===== src/rtl/id_ex_stage.sv =====
// ID/EX pipeline register with load-use hazard detection.
// Feature macro: ID_EX_LOAD_USE_STALL_EN enables the load-use interlock.
//
// Ports:
//   clk, rst           core clock, synchronous active-high reset
//   id_valid           decode slot holds a real instruction
//   id_pc, id_inst     decode PC and instruction word
//   id_ex/id_m/id_wb   decoder control bundles
//   id_rs1_data,
//   id_rs2_data,
//   id_imm             register operands and immediate
//   flush              taken branch/jump in EX, kill decode slot
//   hold               memory stall, freeze this register
//   ex_*               registered bundle presented to EX
//   ex_rd/rs1/rs2      register fields of the EX instruction
//   stall              combinational, holds PC and IF/ID

package id_ex_pkg;

  localparam logic [31:0] NOP = 32'h0000_0013;

  typedef struct packed {
    logic        valid;
    logic [31:0] inst;
    logic [4:0]  c_ex;
    logic [2:0]  c_m;
    logic [2:0]  c_wb;
  } id_ex_t;

endpackage

module id_ex_stage
  import id_ex_pkg::*;
#(
  parameter int XLEN = 64
) (
  input  logic            clk,
  input  logic            rst,
  input  logic            id_valid,
  input  logic [XLEN-1:0] id_pc,
  input  logic [31:0]     id_inst,
  input  logic [4:0]      id_ex,
  input  logic [2:0]      id_m,
  input  logic [2:0]      id_wb,
  input  logic [XLEN-1:0] id_rs1_data,
  input  logic [XLEN-1:0] id_rs2_data,
  input  logic [XLEN-1:0] id_imm,
  input  logic            flush,
  input  logic            hold,
  output logic            ex_valid,
  output logic [XLEN-1:0] ex_pc,
  output logic [31:0]     ex_inst,
  output logic [4:0]      ex_ctrl_ex,
  output logic [2:0]      ex_ctrl_m,
  output logic [2:0]      ex_ctrl_wb,
  output logic [XLEN-1:0] ex_rs1_data,
  output logic [XLEN-1:0] ex_rs2_data,
  output logic [XLEN-1:0] ex_imm,
  output logic [4:0]      ex_rd,
  output logic [4:0]      ex_rs1,
  output logic [4:0]      ex_rs2,
  output logic            stall
);

  id_ex_t          ctl_q, ctl_d;
  logic [XLEN-1:0] pc_q, pc_d;
  logic [XLEN-1:0] rs1d_q, rs1d_d;
  logic [XLEN-1:0] rs2d_q, rs2d_d;
  logic [XLEN-1:0] imm_q, imm_d;

  logic load_use;
  logic sel_hold;
  logic sel_bub;
  logic sel_cap;

`ifdef ID_EX_LOAD_USE_STALL_EN
  logic [4:0] id_rs1;
  logic [4:0] id_rs2;
  logic       ex_load;
  logic       rd_hit;

  assign id_rs1 = id_inst[19:15];
  assign id_rs2 = id_inst[24:20];

  // Both source fields are compared for every opcode;
  // U/J formats may stall needlessly, which is harmless.
  assign ex_load = ctl_q.valid
                 & (ctl_q.c_wb[1:0] == 2'b11);
  assign rd_hit  = (ex_rd != 5'd0)
                 & ((ex_rd == id_rs1)
                  | (ex_rd == id_rs2));
  assign load_use = ex_load & rd_hit & id_valid;
`else
  assign load_use = 1'b0;
`endif

  assign stall = load_use & ~flush & ~hold;

  // One-hot action select: hold beats flush beats load-use.
  always_comb begin
    sel_hold = hold;
    sel_bub  = ~hold & (flush | load_use);
    sel_cap  = ~hold & ~flush & ~load_use;
  end

  always_comb begin
    ctl_d  = ctl_q;
    pc_d   = pc_q;
    rs1d_d = rs1d_q;
    rs2d_d = rs2d_q;
    imm_d  = imm_q;
    unique case (1'b1)
      sel_hold: begin
      end
      sel_bub: begin
        // Datapath regs keep stale values; only
        // control and valid must be cleared.
        ctl_d.valid = 1'b0;
        ctl_d.inst  = NOP;
        ctl_d.c_ex  = '0;
        ctl_d.c_m   = '0;
        ctl_d.c_wb  = '0;
      end
      sel_cap: begin
        ctl_d.valid = id_valid;
        ctl_d.inst  = id_inst;
        // A void slot must never write or branch.
        ctl_d.c_ex  = id_valid ? id_ex : 5'd0;
        ctl_d.c_m   = id_valid ? id_m  : 3'd0;
        ctl_d.c_wb  = id_valid ? id_wb : 3'd0;
        pc_d        = id_pc;
        rs1d_d      = id_rs1_data;
        rs2d_d      = id_rs2_data;
        imm_d       = id_imm;
      end
      default: begin
      end
    endcase
  end

  always_ff @(posedge clk) begin
    if (rst) begin
      ctl_q  <= '0;
      pc_q   <= '0;
      rs1d_q <= '0;
      rs2d_q <= '0;
      imm_q  <= '0;
    end else begin
      ctl_q  <= ctl_d;
      pc_q   <= pc_d;
      rs1d_q <= rs1d_d;
      rs2d_q <= rs2d_d;
      imm_q  <= imm_d;
    end
  end

  assign ex_valid    = ctl_q.valid;
  assign ex_inst     = ctl_q.inst;
  assign ex_ctrl_ex  = ctl_q.c_ex;
  assign ex_ctrl_m   = ctl_q.c_m;
  assign ex_ctrl_wb  = ctl_q.c_wb;
  assign ex_pc       = pc_q;
  assign ex_rs1_data = rs1d_q;
  assign ex_rs2_data = rs2d_q;
  assign ex_imm      = imm_q;
  assign ex_rd       = ctl_q.inst[11:7];
  assign ex_rs1      = ctl_q.inst[19:15];
  assign ex_rs2      = ctl_q.inst[24:20];

endmodule


===== config.mk =====
export PLATFORM = sky130hd
export DESIGN_NAME = id_ex_stage
export DESIGN_NICKNAME = d
export VERILOG_FILES = /design/src/rtl/id_ex_stage.sv
export SDC_FILE = /design/constraint.sdc
export NUM_CORES = 1
export LEC_CHECK = 0
export BUFFER_PORTS_ARGS = -buffer_cell sky130_fd_sc_hd__buf_2
export CAP_MARGIN = 40
export CORE_AREA = 2 2 242 244
export CTS_BUF_LIST = sky130_fd_sc_hd__clkbuf_2 sky130_fd_sc_hd__clkbuf_4 sky130_fd_sc_hd__clkbuf_8
export CTS_CLUSTER_SIZE = 10
export DETAILED_ROUTE_END_ITERATION = 10
export DIE_AREA = 0 0 244 246
export GPL_ROUTABILITY_DRIVEN = 0
export HOLD_SLACK_MARGIN = 0.15
export MAX_ROUTING_LAYER = met4
export PLACE_DENSITY = 0.48
export SLEW_MARGIN = 20
export SYNTH_ARGS = -nofsm -noshare
export SYNTH_HDL_FRONTEND = slang
export SYNTH_SLANG_ARGS = --single-unit

===== constraint.sdc =====
create_clock -name clk -period 0.99 [get_ports clk]
set_input_delay 0 -clock clk [delete_from_list [all_inputs] [get_ports clk]]
set_output_delay 0 -clock clk [all_outputs]
set_load 0.01 [all_outputs]

==> results.yml <==
power:
  power_frac_seq_pct: 42.1
  leakage_nw: 9.98
  clkPwrFrac_pct: 39.5
  switching_power_w: 0.00802
  swShare_pct: 25.7
  irDropWorstVdd_v: 0.000734
  power_density_nw_per_um2: 1290
  p_total_w: 0.0312
  p_int_w: 0.0231
  p_comb_share_pct: 18.4
cts:
  clockRootBuffer: "clkbuf_8"
  cts_sinks: 300
  cts_buffers: 55
  insertion_delay_ns: 0.61
  path_clk_slew_ns: 0.07
  cts_tree: "done"
  cts_max_path_buffers: 3
  htreeDepth: 2
final_layout:
  area_growth_pct: 91.2
  drive_gt1_share_pct: 47.9
  nets: 2663
  fin_util_pct: 42.1
  nFillCells: 5471
timing:
  finalClockSkew_ns: 0
  layout_min_cycle_time_ns: 1.15
  slew_violations: 0
  tightest_slew_ns: 0.533
  fmax_mhz: 868
  finalSetupViolations: 398
  period_share_pct: 116
  whs_ns: 0.00648
  slew_headroom_pct: 64.4
  rsz0062_at_grt: "true"
  setup_ws_ns: -0.163
  hold_viol_final: 0
synthesis:
  synth.avg_cell_area_um2: 9.15
  synth_top_area_share_pct: 47.6
  synth_area_leaders: "dfxtp_1 (48%), or3b_1 (20%), a21oi_1 (12%)"
  synthCells: 1380
  synth_cell_types: 17
  synth_fp_nets: 1684
  ys_seq_area_share_pct: 47.6
  synth_seq_cells: 300
  synth_top_area_cell: "dfxtp_1"
  yosys_warnings: 0
  syn_area_um2: 12600
floorplanning:
  start_util_pct: 22.0
  die_x_um: 244
  ios: 620
  dieArea_um2: 60000
  num_rows: 88
  fp.coreArea_um2: 57400
  die_y_um: 246
drt:
  routed_wl_um: 52200
  ant_nets: 0
  firstDrtPassIters: 5
  viasPerCell: 4.47
  vias: 14200
  drc: 0
  drtIter0Drc: 482
  wl_per_cell_um: 16.5
grt:
  antenna_found_initial: 4
  track_usage_pct: 16.3
  gr-usage-met1_pct: 17.9
  grt_max_degree: 89
  grt_pass1_wl_um: 77700
  use_met3_pct: 3.78
  grt_busiest_layer: "met2"
  grt_overflow: 0
  grt_pass1_vias: 14600
  grtUsageMet2_pct: 28.5
worst_setup_path:
  reg2reg_depth: 3
  ff2ff_setup_slack_ns: 0.23
  path_max_fanout: 18
  worstSetupEndpointType: "flop"
  crit_top_cell: "buf_12"
  r2r-start: "ex_rs1_data[35]"
  r2r-end: "ex_rs1_data[35]"
  slowest_stage: "dlygate4sd3_1"
  worst_setup_path_start_kind: "input pin"
  max_stage_delay_ns: 0.58
  path_class: "in -> reg"
  crit_end: "ex_inst[0]"
  worst_ep_arrival_time_ns: 1.66
  required_ns: 1.50
  crit_start: "flush"
  crit_chain: "buf_8 > buf_12 > buf_12 > buf_12 > buf_12 > buf_4 > nor3_2 > dlygate4sd3_1 > nor3_1"
placement:
  port_buffers: 618
  dp_hpwl_um: 33100
status:
  failed_checks: "setup timing"
  status: "finished with violations"
run:
  maxCapViolations: 0
worst_hold_path:
  hold_path_class: "in -> reg"
-- metrics by stage --
step	cell area (um2)	cells	setup TNS [ns]	worst slack, ns
6_report	24100	3163	-24.46	-0.163
5_1_grt	24100	3162	-47.79	-0.180
4_1_cts	23800	3136	-48.24	-0.176
3_5_place_dp	16900	2698	-18.23	-0.201
3_3_place_gp	16900	2698	-13.32	-0.146
2_1_floorplan	12600	1380	0	0.0673
-- cell type report --
type	count	area (um2)	share of cell area, %
Multi-Input combinational cell	901	5620	23.3
Sequential cell	300	6400	26.5
Tap cell	765	957	3.96
Antenna cell	5	12.5	0.0518
Timing Repair Buffer	1101	10000	41.6
Clock inverter	3	40.0	0.166
Clock buffer	88	1070	4.45
-- power groups by stage --
| stage | Clock, W | Combinational, W | Sequential (W) |
|---|---|---|---|
| 6_report | 0.0123 | 0.00573 | 0.0131 |
| 5_1_grt | 0.0133 | 0.00615 | 0.0132 |
| 4_1_cts | 0.0127 | 0.00555 | 0.0131 |
| 3_5_place_dp | 0 | 0.00382 | 0.0131 |
| 3_3_place_gp | 0 | 0.00377 | 0.0131 |
| 2_1_floorplan | 0 | 0.00168 | 0.0134 |
-- worst min path at each step --
stage                         from         endpoint  slack, ns  cells past startpoint
after floorplan           id_ex[4]    ex_ctrl_ex[4]       0.17                      2
after global placement    id_wb[0]    ex_ctrl_wb[0]       0.28                      3
after detailed placement  id_wb[1]    ex_ctrl_wb[1]       0.29                      3
after CTS                     hold  ex_rs1_data[30]      -0.13                      3
after global routing          hold    ex_ctrl_wb[2]     -0.006                      4
final                         hold    ex_ctrl_wb[2]      0.006                      4
-- worst max-delay path: cells and delay by family --
kind,cells,cell delay (ns)
simple gates,2,0.21
buf+inv,7,1.44
-- Yosys cell counts --
| master | count |
|---|---|
| nor2b_1 | 3 |
| buf_12 | 1 |
| clkbuf_2 | 12 |
| buf_6 | 30 |
| a21oi_1 | 297 |
| conb_1 | 1 |
| o21ai_0 | 193 |
| nor3_1 | 6 |
| nand2_1 | 41 |
| dfxtp_1 | 300 |
| clkbuf_1 | 101 |
| o21ai_1 | 63 |
| nand4bb_1 | 10 |
| or4bb_1 | 1 |
| buf_4 | 17 |
| buf_2 | 18 |
| or3b_1 | 286 |
-- what timing repair did --
item	in CTS	in global routing
setup buffers	3	12
hold endpoints to repair	300	251
hold buffers	344	25
pin swaps	0	1
gates resized for setup	649	29
setup endpoints to repair	315	418
gates cloned	0	1
-- placed cells by master (no fill, tap or decap), types with 22 or more instances in the layout --
cell and n:
o21ai_1 63, or3b_1 284, nand2_1 41, clkbuf_4 22, buf_6 317, o21ai_0 193
clkbuf_8 67, dfxtp_2 292, buf_4 98, dlygate4sd3_1 345, buf_12 33, a21oi_1 295
buf_2 300
-- routing by layer --
| metal | wire (um) | vias to the layer above |
|---|---|---|
| li1 | - | 6928 |
| met1 | 21100 | 6622 |
| met2 | 26400 | 486 |
| met3 | 2930 | 114 |
| met4 | 1760 | 0 |
| met5 | 0 | - |
-- cells by family after synthesis --
family,Yosys count,synth area share [%]
buffers and inverters,179,8.04
other,1,0.0297
and+or+nand+nor,347,22.4
DFF,300,47.6
AOI/OAI and AO/OA,553,21.9
-- registers in the layout (all words and copies together) (netlist names) --
signal       flops
ex_imm          64
ex_pc           64
ex_rs1_data     64
ex_rs2_data     64
ex_inst         32
ex_ctrl_ex       5
ex_ctrl_m        3
ex_ctrl_wb       3
ex_valid         1
(Power assumes the default switching activity.)
